File: config.mk
export PLATFORM = sky130hd
export DESIGN_NAME = gcm_input_packer_flat
export DESIGN_NICKNAME = d
export VERILOG_FILES = /design/src/rtl/gcm_input_packer_if.sv /design/src/rtl/gcm_input_packer.sv /design/src/flat_wrapper.sv
export SDC_FILE = /design/constraint.sdc
export NUM_CORES = 1
export LEC_CHECK = 0
export BUFFER_PORTS_ARGS = -buffer_cell sky130_fd_sc_hd__buf_4
export CAP_MARGIN = 10
export CORE_MARGIN = 2
export CORE_UTILIZATION = 30
export CTS_CLUSTER_SIZE = 10
export DETAILED_ROUTE_END_ITERATION = 6
export GPL_TIMING_DRIVEN = 0
export PLACE_DENSITY = 0.5
export SYNTH_ARGS = -nofsm -noshare
export SYNTH_HDL_FRONTEND = slang
export SYNTH_SLANG_ARGS = --single-unit
File: constraint.sdc
create_clock -name iClk -period 6.2 [get_ports iClk]
set_input_delay 0.31 -clock iClk [delete_from_list [all_inputs] [get_ports iClk]]
set_output_delay 0.31 -clock iClk [all_outputs]
set_load 0.01 [all_outputs]
File: src/rtl/gcm_input_packer_if.sv
// rtl/gcm_input_packer_if.sv - word input, block/AAD/length output channels of the GCM input packer
interface gcm_input_packer_if;
  logic          iStart;
  logic [0:31]   iWord;
  logic          iWord_valid;
  logic          iWord_type;
  logic          iWord_last;
  logic [2:0]    iWord_bytes;
  logic          oWord_ready;
  logic [0:127]  oAad;
  logic          oAad_valid;
  logic          oAad_last;
  logic          iAad_ready;
  logic [0:127]  oBlock;
  logic          oBlock_valid;
  logic          oBlock_last;
  logic          iBlock_ready;
  logic [0:127]  oLen;
  logic          oLen_valid;
  logic          iLen_ready;
  logic          oBusy;
  logic          oError;

  modport slave (
    input  iStart, iWord, iWord_valid, iWord_type, iWord_last, iWord_bytes,
    input  iAad_ready, iBlock_ready, iLen_ready,
    output oWord_ready, oAad, oAad_valid, oAad_last, oBlock, oBlock_valid, oBlock_last,
    output oLen, oLen_valid, oBusy, oError
  );

  modport master (
    output iStart, iWord, iWord_valid, iWord_type, iWord_last, iWord_bytes,
    output iAad_ready, iBlock_ready, iLen_ready,
    input  oWord_ready, oAad, oAad_valid, oAad_last, oBlock, oBlock_valid, oBlock_last,
    input  oLen, oLen_valid, oBusy, oError
  );
endinterface

File: src/rtl/gcm_input_packer.sv
// rtl/gcm_input_packer.sv - packs AAD/payload words into 128-bit GCM blocks and builds the length block
module gcm_input_packer #(
  parameter int LEN_W = 64
) (
  input logic               iClk,
  input logic               iRst,
  gcm_input_packer_if.slave bus
);
  localparam int CNT_W = LEN_W - 3;

  localparam logic [2:0] S_IDLE    = 3'd0;
  localparam logic [2:0] S_AAD     = 3'd1;
  localparam logic [2:0] S_AAD_OUT = 3'd2;
  localparam logic [2:0] S_PT      = 3'd3;
  localparam logic [2:0] S_PT_OUT  = 3'd4;
  localparam logic [2:0] S_LEN_OUT = 3'd5;

  logic [2:0]       state;
  logic [0:127]     pack;
  logic [1:0]       idx;
  logic [CNT_W-1:0] aad_cnt;
  logic [CNT_W-1:0] pt_cnt;
  logic             out_last;
  logic             error_q;

  logic             collect;
  logic             in_pt;
  logic             accept;
  logic             bad_type;
  logic             bad_bytes;
  logic             empty_sec;
  logic [0:31]      word_masked;
  logic [2:0]       word_add;
  logic [CNT_W-1:0] word_add_ext;

  assign collect      = (state == S_AAD) || (state == S_PT);
  assign in_pt        = (state == S_PT);
  assign accept       = bus.iWord_valid && collect;
  assign bad_type     = (bus.iWord_type != in_pt);
  assign bad_bytes    = bus.iWord_last &&
                        ((bus.iWord_bytes > 3'd4) || ((bus.iWord_bytes == 3'd0) && (idx != 2'd0)));
  assign empty_sec    = bus.iWord_last && (bus.iWord_bytes == 3'd0) && (idx == 2'd0);
  assign word_add     = bus.iWord_last ? bus.iWord_bytes : 3'd4;
  assign word_add_ext = {{(CNT_W-3){1'b0}}, word_add};

  // Trailing bytes of a section's last word are forced to zero.
  always_comb begin
    word_masked = bus.iWord;
    for (int b = 0; b < 4; b++) begin
      if (bus.iWord_last && (bus.iWord_bytes <= 3'(b))) begin
        word_masked[8*b +: 8] = 8'h00;
      end
    end
  end

  always_ff @(posedge iClk) begin
    if (iRst) begin
      state    <= S_IDLE;
      pack     <= '0;
      idx      <= '0;
      aad_cnt  <= '0;
      pt_cnt   <= '0;
      out_last <= 1'b0;
      error_q  <= 1'b0;
    end else if (bus.iStart) begin
      state    <= S_AAD;
      pack     <= '0;
      idx      <= '0;
      aad_cnt  <= '0;
      pt_cnt   <= '0;
      out_last <= 1'b0;
      error_q  <= 1'b0;
    end else begin
      case (state)
        S_AAD, S_PT: begin
          if (accept) begin
            if (bad_type || bad_bytes) begin
              error_q <= 1'b1;
              state   <= S_IDLE;
            end else if (empty_sec) begin
              state <= in_pt ? S_LEN_OUT : S_PT;
            end else begin
              pack[{idx, 5'b00000} +: 32] <= word_masked;
              if (in_pt) pt_cnt  <= pt_cnt + word_add_ext;
              else       aad_cnt <= aad_cnt + word_add_ext;
              if (bus.iWord_last || (idx == 2'd3)) begin
                state    <= in_pt ? S_PT_OUT : S_AAD_OUT;
                out_last <= bus.iWord_last;
              end else begin
                idx <= idx + 2'd1;
              end
            end
          end
        end
        S_AAD_OUT: begin
          if (bus.iAad_ready) begin
            pack  <= '0;
            idx   <= '0;
            state <= out_last ? S_PT : S_AAD;
          end
        end
        S_PT_OUT: begin
          if (bus.iBlock_ready) begin
            pack  <= '0;
            idx   <= '0;
            state <= out_last ? S_LEN_OUT : S_PT;
          end
        end
        S_LEN_OUT: begin
          if (bus.iLen_ready) state <= S_IDLE;
        end
        default: state <= S_IDLE;
      endcase
    end
  end

  assign bus.oWord_ready  = collect;
  assign bus.oAad_valid   = (state == S_AAD_OUT);
  assign bus.oAad_last    = (state == S_AAD_OUT) && out_last;
  assign bus.oAad         = (state == S_AAD_OUT) ? pack : '0;
  assign bus.oBlock_valid = (state == S_PT_OUT);
  assign bus.oBlock_last  = (state == S_PT_OUT) && out_last;
  assign bus.oBlock       = (state == S_PT_OUT) ? pack : '0;
  assign bus.oLen_valid   = (state == S_LEN_OUT);
  assign bus.oLen         = (state == S_LEN_OUT) ? {aad_cnt, 3'b000, pt_cnt, 3'b000} : '0;
  assign bus.oBusy        = (state != S_IDLE);
  assign bus.oError       = error_q;
endmodule

File: src/flat_wrapper.sv
// flat-port wrapper written by rule: the top's interface ports become plain ports
module gcm_input_packer_flat 
#(
  parameter int LEN_W = 64
)
  (iClk, iRst, bus_iStart, bus_iWord, bus_iWord_valid, bus_iWord_type, bus_iWord_last, bus_iWord_bytes, bus_iAad_ready, bus_iBlock_ready, bus_iLen_ready, bus_oWord_ready, bus_oAad, bus_oAad_valid, bus_oAad_last, bus_oBlock, bus_oBlock_valid, bus_oBlock_last, bus_oLen, bus_oLen_valid, bus_oBusy, bus_oError);
  gcm_input_packer_if bus_i ();
  input logic iClk;
  input logic iRst;
  input wire logic [$bits(bus_i.iStart)-1:0] bus_iStart;
  input wire logic [$bits(bus_i.iWord)-1:0] bus_iWord;
  input wire logic [$bits(bus_i.iWord_valid)-1:0] bus_iWord_valid;
  input wire logic [$bits(bus_i.iWord_type)-1:0] bus_iWord_type;
  input wire logic [$bits(bus_i.iWord_last)-1:0] bus_iWord_last;
  input wire logic [$bits(bus_i.iWord_bytes)-1:0] bus_iWord_bytes;
  input wire logic [$bits(bus_i.iAad_ready)-1:0] bus_iAad_ready;
  input wire logic [$bits(bus_i.iBlock_ready)-1:0] bus_iBlock_ready;
  input wire logic [$bits(bus_i.iLen_ready)-1:0] bus_iLen_ready;
  output wire logic [$bits(bus_i.oWord_ready)-1:0] bus_oWord_ready;
  output wire logic [$bits(bus_i.oAad)-1:0] bus_oAad;
  output wire logic [$bits(bus_i.oAad_valid)-1:0] bus_oAad_valid;
  output wire logic [$bits(bus_i.oAad_last)-1:0] bus_oAad_last;
  output wire logic [$bits(bus_i.oBlock)-1:0] bus_oBlock;
  output wire logic [$bits(bus_i.oBlock_valid)-1:0] bus_oBlock_valid;
  output wire logic [$bits(bus_i.oBlock_last)-1:0] bus_oBlock_last;
  output wire logic [$bits(bus_i.oLen)-1:0] bus_oLen;
  output wire logic [$bits(bus_i.oLen_valid)-1:0] bus_oLen_valid;
  output wire logic [$bits(bus_i.oBusy)-1:0] bus_oBusy;
  output wire logic [$bits(bus_i.oError)-1:0] bus_oError;
  assign bus_i.iStart = bus_iStart;
  assign bus_i.iWord = bus_iWord;
  assign bus_i.iWord_valid = bus_iWord_valid;
  assign bus_i.iWord_type = bus_iWord_type;
  assign bus_i.iWord_last = bus_iWord_last;
  assign bus_i.iWord_bytes = bus_iWord_bytes;
  assign bus_i.iAad_ready = bus_iAad_ready;
  assign bus_i.iBlock_ready = bus_iBlock_ready;
  assign bus_i.iLen_ready = bus_iLen_ready;
  assign bus_oWord_ready = bus_i.oWord_ready;
  assign bus_oAad = bus_i.oAad;
  assign bus_oAad_valid = bus_i.oAad_valid;
  assign bus_oAad_last = bus_i.oAad_last;
  assign bus_oBlock = bus_i.oBlock;
  assign bus_oBlock_valid = bus_i.oBlock_valid;
  assign bus_oBlock_last = bus_i.oBlock_last;
  assign bus_oLen = bus_i.oLen;
  assign bus_oLen_valid = bus_i.oLen_valid;
  assign bus_oBusy = bus_i.oBusy;
  assign bus_oError = bus_i.oError;
  gcm_input_packer #(.LEN_W(LEN_W)) u_core (.iClk(iClk), .iRst(iRst), .bus(bus_i));
endmodule
### Yosys cells after proc, flatten, opt, wreduce, memory -nomap -nowiden

Cells that the tools add are included.
Widths: inputs -> output; s select.

| storage, ports and cells | value |
|---|---|
| register bits | 257 |
| input port bits | 44 |
| output and inout port bits | 392 |
| logic and storage cells | 108 |

| cells by class | value |
|---|---|
| $add $sub $neg | 4 |
| magnitude comparators | 5 |
| equal/unequal tests | 20 |
| shifts and indexed selects | 2 |
| multiplexer cells | 35 |
| bitwise operators | 4 |
| reduce and logical (&&, ||, !) cells | 30 |

Operators by type and width:

| kind | count |
|---|---|
| $mux 128 | 8 |
| $pmux 128 s3 | 1 |
| $shift 129x9->128 const A | 1 |
| $shiftx 129x9->128 | 1 |
| $bwmux 128 | 1 |
| $add 61x3->61 | 2 |
| $mux 3 | 11 |
| $mux 8 | 4 |
| $reduce_and 5->1 | 5 |
| $mux 2 | 7 |
| $ne 2x2->1 const B | 6 |
| $pmux 3 s4 | 1 |
| $logic_and 1x1->1 | 11 |
| $ne 3x3->1 const B | 3 |
| $neg 8->9 | 1 |
| $not 7->8 | 1 |
| $reduce_and 7->1 | 1 |
| $eq 3x2->1 const B | 2 |
| $eq 3x3->1 const B | 2 |
| $le 3x1->1 const B | 2 |
| $le 3x2->1 const B | 2 |
| $pmux 2 s3 | 1 |
| $reduce_and 6->1 | 1 |
| $reduce_bool 3->1 | 2 |
| other kinds (17) | 23 |

### Logic depth before layout (Yosys ltp)

Gate-level depths: netlist of the first run.

| logic depth | value |
|---|---|
| depth in word-level cells | 9 |
| depth in mapped cells | 12 |
| depth with buffers taken out | 9 |

### Least setup slack after synthesis of the first run

OpenSTA, ideal clock, no wires.

| path | value |
|---|---|
| kind | input-to-reg |
| start point | in bus_iWord_bytes[2] |
| end point | reg u_core.aad_cnt[21] |
| setup time | 0.070 ns |
| data arrival time | 2.510 ns |
| data required time | 6.130 ns |
| path slack | 3.620 ns |
| stages on the path | 10 |
| buffers on the path | 3 |
| cell sequence | nand2b_1 clkbuf_1 ha_1 a21oi_1 and2_1 clkbuf_1 or3_1 clkbuf_1 or4_1 a21oi_1 |

| on the way | value |
|---|---|
| word-level cells in the longest chain between the ends | 7 |
| elaborated cells between the ends (all ways) | 13 |
| those cells by class | add/sub: 1; order compare: 1; mux: 1; bitwise: 2; reduce/logical: 8 |

Ends and longest elaborated chain:

| element | RTL line | RTL |
|---|---|---|
| start, declared | flat_wrapper.sv:15 | `input wire logic [$bits(bus_i.iWord_bytes)-1:0] bus_iWord_bytes;` |
| branches (longest 7 deep; another with $add 61x3->61) | -- |  |
| end signal, assigned | gcm_input_packer.sv:85 | `else aad_cnt <= aad_cnt + word_add_ext;` |
| end, declared | gcm_input_packer.sv:21 | `logic [CNT_W-1:0] aad_cnt;` |

Parallel ways; which one is timed is not known.
A chain may end at the register's enable or synchronous reset.

### Final worst setup path of the first run

| path | value |
|---|---|
| start point | reg u_core.state[2] |
| end point | out bus_oBlock[28] |

| on the way | value |
|---|---|
| word-level cells in the longest chain between the ends | 2 |

Ends and longest elaborated chain:

| element | RTL line | RTL |
|---|---|---|
| start, declared | gcm_input_packer.sv:18 | `logic [2:0] state;` |
| start signal, assigned | gcm_input_packer.sv:81 | `state <= in_pt ? S_LEN_OUT : S_PT;` |
| start signal, assigned | gcm_input_packer.sv:87 | `state <= in_pt ? S_PT_OUT : S_AAD_OUT;` |
| start signal, assigned | gcm_input_packer.sv:99 | `state <= out_last ? S_PT : S_AAD;` |
| $eq 3x3->1 | gcm_input_packer.sv:123 | `assign bus.oBlock = (state == S_PT_OUT) ? pack : '0;` |
| $mux 128 | gcm_input_packer.sv:123 |  |
| end, declared | flat_wrapper.sv:23 | `output wire logic [$bits(bus_i.oBlock)-1:0] bus_oBlock;` |

No other way between the ends.

==> summary.md, run 1 <==
| Metric | Value |
|---|---|
| Register area | `5140 um^2` |
| Setup TNS Final | `0 ns` |
| Worst Skew | `0.0218 ns` |
| Post-synth EDFFs | `0` |
| Sequential share of the synthesized area | `36.7%` |
| Most used DFF post-synth | `dfxtp_1` |
| Top cell type's share of synthesized area | `36.7%` |
| Via count | `15400` |
| CP delay by family, top | `buffers and inverters` |
| Final period utilization | `60.2%` |
| CP peak stage delay | `0.67 ns` |
| Initial antenna violation count | `3` |
| Asr flop ratio synth | `0%` |
| DR pass1 iterations | `6` |
| Clock slew at reported path FFs | `0.06 ns` |
| Die Ht | `220 um` |
| Area Overhead vs Synth | `36.3%` |
| RSZ-0062 raised after global routing | `no` |
| Slowest CP cell | `clkbuf_1` |
| Fin nets | `2288` |
| Largest net degree at the start of global routing | `12` |
| CP Depth | `6` |
| Postcts setup bufs | `0` |
| Cell Area, Synth | `14000 um^2` |
| Startpoint types | `flop` |
| Hold Path Class | `input port to flop` |
| First-pass GRT wire length | `89400 um` |
| Overall die area | `48500 um^2` |
| Num rows | `79` |
| Footprint of the multi-input gates | `8120 um^2` |
| Worst path cell trace | `buf_2, nor3b_1, clkbuf_1, clkbuf_1, and2_1, buf_4` |
| DP Area | `18000 um^2` |
| Hold buffers post-CTS | `0` |
| Die X | `220 um` |
| Layout cell share with drive strength beyond 1 | `22.8%` |
| Avg Cell Area, Syn | `7.96 um^2` |
| CTS Buffer Depth | `3` |
| Worst slew pin tran | `0.962 ns` |
| Synth Instances | `1763` |
| Crit-path max FO | `10` |
| Top-count cell post-synth | `and2_1` |
| PostCTS Resize Cnt | `0` |
| CP most frequent cell | `clkbuf_1` |
| Final Setup Violations | `0` |
| Final HPWL DP | `47800 um` |
| Starting Density | `30.3%` |
| Filler cell count | `4792` |
| Post-DRT Antenna Nets | `0` |
| CP Class | `flop to output pin` |
| Total Power | `3.84 mW` |
| Hold depth | `2` |
| Top post-synthesis cells by count | `259 x and2_1, 257 x dfxtp_1, 185 x nand3_1, 166 x o31ai_1, 141 x clkbuf_1` |
| Peak Freq | `268 MHz` |
| GRT Total Usage | `24.3%` |
| Yosys warns | `0` |
| Vias in the first global route | `14100` |
| Remaining DRCs | `0` |
| Top post-synthesis cells by area | `dfxtp_1 37%, and2_1 12%, o31ai_1 8.9%` |
| Slew HR | `35.6%` |
| VDD IR max | `0.164 mV` |
| Number of CTS-inserted buffers | `35` |
| Buf+Inv Stages, Crit Path | `4` |
| Post-detailed-routing wire length | `62700 um` |
| IO Port Bufs | `427` |
| Status | `finished clean` |
| Clk_lat worst skew | `0.52 ns` |
| Min Hold Slack | `0.122 ns` |
| CTS H-tree depth | `2` |
| Arrival @ worst endpoint | `3.42 ns` |
| Final instance area | `19100 um^2` |
| Synth Register Bits | `257` |
| CP required | `5.89 ns` |
| Drt wl/cell | `21.9 um` |
| CTS Root Cell | `clkbuf_16` |
| CTS tree | `yes` |
| Cell taking the most area after synthesis | `dfxtp_1` |
| Power per cell area | `201 nW/um^2` |
| Min Tclk post-route | `3.73 ns` |
| Maxcap violations | `0` |
| Via density | `5.40` |
| DRT iter0 DRCs | `1092` |
| Total gr overflow | `0` |
| Placeable Area | `46400 um^2` |
| CTS sink count | `257` |
| Synth cell types | `62` |
| Final hold viol count | `0` |
| Io pins | `436` |
| R2R depth | `6` |
| GPL Wtd Cong | `0.901` |
| LEAKAGE | `7.76 nW` |
| Crit. End Element | `output pin` |
| Max Slew Vio Count | `0` |
## final cells by class
type                       count  area share (%)
multi-input combinational   1318            42.5
sequential                   257            26.9
timing repair buffer         427            16.8
clock buffer                  52            5.40
tap                          607            3.97
buffer                       167            3.57
inverter                      26           0.510
clock inverter                 4           0.380
antenna                        2          0.0262
## cells in the final DEF, fill, tap and decap left out, types with 49 or more instances in the layout
master	n
nand2_1	90
dfxtp_1	257
nand3_1	185
or3_1	49
a21oi_1	93
and3_1	140
and2_1	259
or4_1	49
clkbuf_1	151
o31ai_1	166
buf_4	433
## worst paths after layout
| kind | startpoint | end | slack, ns |
|---|---|---|---|
| hold reg to reg | u_core.pt_cnt[60] | u_core.pt_cnt[60] | 0.47 |
| setup / recovery | u_core.state[2] | bus_oBlock[28] | 2.47 |
| hold / removal | bus_iStart | u_core.state[0] | 0.12 |
| setup reg to reg | u_core.aad_cnt[6] | u_core.aad_cnt[44] | 3.16 |
## flip-flops by register name, summed over array words and instances, names as in the netlist
register           flops
u_core.state           3
u_core.idx             2
u_core.pack          128
u_core.aad_cnt        61
u_core.bus.oError      1
u_core.pt_cnt         61
u_core.out_last        1
## power by group
part | leakage [nW] | switching [mW] | internal, mW
Combinational | 5.15 | 0.148 | 0.0472
Clock | 0.536 | 0.761 | 1.22
Sequential | 2.07 | 0.00330 | 1.66
Total | 7.76 | 0.912 | 2.93
## stage by stage
stage / util (%) / instances / setup slack, ns
2_1_floorplan: - / 1768 / 3.62
3_3_place_gp: 38.9 / 2802 / 2.39
3_5_place_dp: 38.9 / 2802 / 2.40
4_1_cts: 41.2 / 2858 / 2.43
5_1_grt: 41.2 / 2858 / 2.35
6_report: 41.2 / 2860 / 2.47
## routing by layer
layer	wire, um	GRT usage (%)	vias up	part of all wire [%]
met3	3810	3.85	78	6.1
met2	28300	38.1	514	45
li1	-	-	7345	-
met5	0	0	-	0
met4	1390	6.64	0	2.2
met1	29200	34.6	7509	47
## kinds of logic (layout without fill, tap and decap cells)
kind of cell / count (synthesis) / in the layout / share of synthesized area, %
buf+inv: 193 / 676 / 5.56
other cells: 1 / 8 / 0.0267
flops: 257 / 257 / 36.7
fa+ha+maj: 12 / 12 / 1.18
xor+xnor: 26 / 26 / 1.62
compound gates: 339 / 339 / 15.9
simple gates: 928 / 928 / 38.5
mux: 7 / 7 / 0.499
Note: power is estimated with default switching activity, not from simulation.
==> run 2: changes to the inputs <==
--- a/config.mk
+++ b/config.mk
@@ -12,7 +12,7 @@
 export CTS_CLUSTER_SIZE = 10
 export DETAILED_ROUTE_END_ITERATION = 6
 export GPL_TIMING_DRIVEN = 0
-export PLACE_DENSITY = 0.5
+export PLACE_DENSITY = 0.51
 export SYNTH_ARGS = -nofsm -noshare
 export SYNTH_HDL_FRONTEND = slang
 export SYNTH_SLANG_ARGS = --single-unit
==> constraint.sdc (replaced) <==
create_clock -name iClk -period 3 [get_ports iClk]
set_input_delay 0.15 -clock iClk [delete_from_list [all_inputs] [get_ports iClk]]
set_output_delay 0.15 -clock iClk [all_outputs]
set_load 0.01 [all_outputs]
==> run 2 against run 1 <==
Effect of this change: wire length shrank 0.65%; register-to-register slack lost 3.0 ns; first-iteration DRC count grew 11%; global-route usage grew 0.11 points; final area grew 0.41%; combinational power grew 110%; clock-buffer cell count shrank 7; die area is the same; clock power grew 93%; critical endpoint is now bus_oBlock[31]; largest cell class unchanged.
==> summary.md, run 2 (synthesis gave the netlist of run 1 again) <==
| Metric | Value |
|---|---|
| Placeable Area | `46400 um^2 (unchanged)` |
| Largest register FFs | `128 (unchanged)` |
| Pint | `5.79 mW (+98%)` |
| Worst Skew | `0.0218 ns (-0.0000223 ns)` |
| GRT Total Usage | `24.4% (+0.11 points)` |
| Vias in the first global route | `14100 (-0.20%)` |
| Clk_lat worst skew | `0.52 ns (about the same)` |
| R2R depth | `7 (+1)` |
| CP required | `2.85 ns (-3.04 ns)` |
| Commonest non-fill, non-tap cell in the layout | `buf_4` |
| Layout cell share with drive strength beyond 1 | `23.8% (+1.0 points)` |
| Largest register by flop count | `u_core.pack` |
| Hold depth | `3 (+1)` |
| Clock slew at reported path FFs | `0.06 ns (about the same)` |
| Crit-path max FO | `11 (+1)` |
| Remaining DRCs | `0 (unchanged)` |
| Comb power frac | `5.4% (+0.3 points)` |
| Io pins | `436 (unchanged)` |
| Most frequent cells in the layout | `433 x buf_4, 259 x and2_1, 257 x dfxtp_1` |
| DP Area | `18000 um^2 (unchanged)` |
| GPL Wtd Cong | `0.883 (-2.0%)` |
| CTS Buffer Depth | `3 (unchanged)` |
| Clk network pwr share | `50.0% (-1.7 points)` |
| Slew HR | `42.9% (+7.2 points)` |
| Worst slew pin tran | `0.854 ns (-0.108 ns)` |
| Final period utilization | `94.7%` |
| CTS sink count | `257 (unchanged)` |
| Fin nets | `2296 (+0.35%)` |
| Slowest CP cell | `dfxtp_1` |
| DR pass1 iterations | `5 (-1)` |
| LEAKAGE | `7.85 nW (+1.2%)` |
| First-pass GRT wire length | `90300 um (+0.94%)` |
| CP most frequent cell | `clkbuf_2` |
| CTS Root Cell | `clkbuf_16` |
| Worst path cell trace | `buf_2, nor3b_2, clkbuf_2, clkbuf_2, and2_1, buf_4` |
| CP peak stage delay | `0.42 ns (-0.25 ns)` |
| Area Overhead vs Synth | `36.9%` |
| Switching power | `1.90 mW (+110%)` |
| Final hold viol count | `0 (unchanged)` |
| Sequential power share | `44.6% (+1.4 points)` |
| Maxcap violations | `0 (unchanged)` |
| Overall die area | `48500 um^2 (unchanged)` |
| Arrival @ worst endpoint | `2.69 ns (-0.73 ns)` |
| Via count | `15400 (-0.42%)` |
| RSZ-0062 raised after global routing | `no` |
| Starting Density | `30.3% (unchanged)` |
| Sw frac | `24.7% (+0.93 points)` |
| CTS H-tree depth | `2 (unchanged)` |
| Filler cell count | `4822 (+0.63%)` |
| Post-detailed-routing wire length | `62300 um (-0.65%)` |
| Peak Freq | `352 MHz` |
| Final HPWL DP | `47800 um (about the same)` |
| VDD IR max | `0.335 mV (+100%)` |
| Footprint of the multi-input gates | `8140 um^2 (+0.26%)` |
| Total gr overflow | `0 (unchanged)` |
| Max Slew Vio Count | `0 (unchanged)` |
| IO Port Bufs | `427 (unchanged)` |
| Die Ht | `220 um (unchanged)` |
| Number of CTS-inserted buffers | `34 (-2.9%)` |
| Die X | `220 um (unchanged)` |
| Startpoint types | `flop` |
| Power per cell area | `401 nW/um^2 (+100%)` |
| Drt wl/cell | `21.7 um (-1.1%)` |
| DRT iter0 DRCs | `1215 (+11%)` |
| Hold Path Class | `input port to flop` |
| Final instance area | `19200 um^2 (+0.41%)` |
| Postcts setup bufs | `0 (unchanged)` |
| Status | `finished clean` |
| Register area | `5140 um^2 (unchanged)` |
| Total Power | `7.69 mW (+100%)` |
| Setup TNS Final | `0 ns (unchanged)` |
| CTS tree | `yes` |
| Via density | `5.35 (-0.87%)` |
| Post-DRT Antenna Nets | `0 (unchanged)` |
| Num rows | `79 (unchanged)` |
| Largest net degree at the start of global routing | `12 (unchanged)` |
| Final Setup Violations | `0 (unchanged)` |
| Min Tclk post-route | `2.84 ns` |
| Top Registers | `u_core.pack x128, u_core.aad_cnt x61, u_core.pt_cnt x61` |
| CP Class | `flop to output pin` |
| Crit. End Element | `output pin` |
| Final core occ | `41.4% (+0.17 points)` |
| Initial antenna violation count | `4 (+1)` |
run 2: area by class of cell:
type | instances | area share (%)
clock inverter | 8 | 0.450
tap | 607 | 3.96
inverter | 26 | 0.508
antenna | 9 | 0.117
multi-input combinational | 1318 | 42.4
sequential | 257 | 26.8
clock buffer | 45 | 4.85
buffer | 166 | 3.68
timing repair buffer | 437 | 17.2
run 2: power by group through the flow:
stage | logic [mW] | clock network [mW] | registers [mW]
finish | 0.417 | 3.85 | 3.43
global route | 0.447 | 4.06 | 3.43
CTS | 0.411 | 3.91 | 3.43
detailed placement | 0.397 | 0 | 3.50
global placement | 0.393 | 0 | 3.50
floorplan | 0.196 | 0 | 3.50
run 2: metrics by stage:
stage                     instances  hold WS, ns  worst slack (ns)
after floorplan                1768        0.292             0.580
after global placement         2802        0.449            -0.587
after detailed placement       2802        0.463            -0.585
after CTS                      2864     0.000131            0.0346
after global routing           2866       0.0180           0.00274
final                          2873       0.0167             0.160
run 2: what timing repair did:
action                                 CTS  global route
resized for setup                       13            23
endpoints found under the hold margin   13             0
setup endpoints to repair              253            54
hold buffers                            10             0
pin swaps                                0             0
run 2: path summary, 6_finish.rpt:
path	from	endpoint	slack, ns
max	u_core.state[2]	bus_oBlock[31]	0.16
min reg2reg	u_core.pt_cnt[60]	u_core.pt_cnt[60]	0.47
max reg2reg	u_core.state[2]	u_core.pack[62]	0.16
min	bus_iWord[13]	u_core.pack[82]	0.02
run 2: metal layers:
layer | part of all wire (%) | track usage (%) | vias to the layer above
met1 | 47 | 35.4 | 7441
met5 | 0 | 0 | -
met4 | 2.2 | 6.64 | 0
met2 | 45 | 37.6 | 486
met3 | 5.8 | 3.59 | 76
li1 | - | - | 7378
run 2: worst max-delay path, delay by kind of cell, from the launching register on:
family | cells | cell delay, ns
buf+inv | 4 | 1.16
simple gates | 2 | 0.58
flops | 1 | 0.42
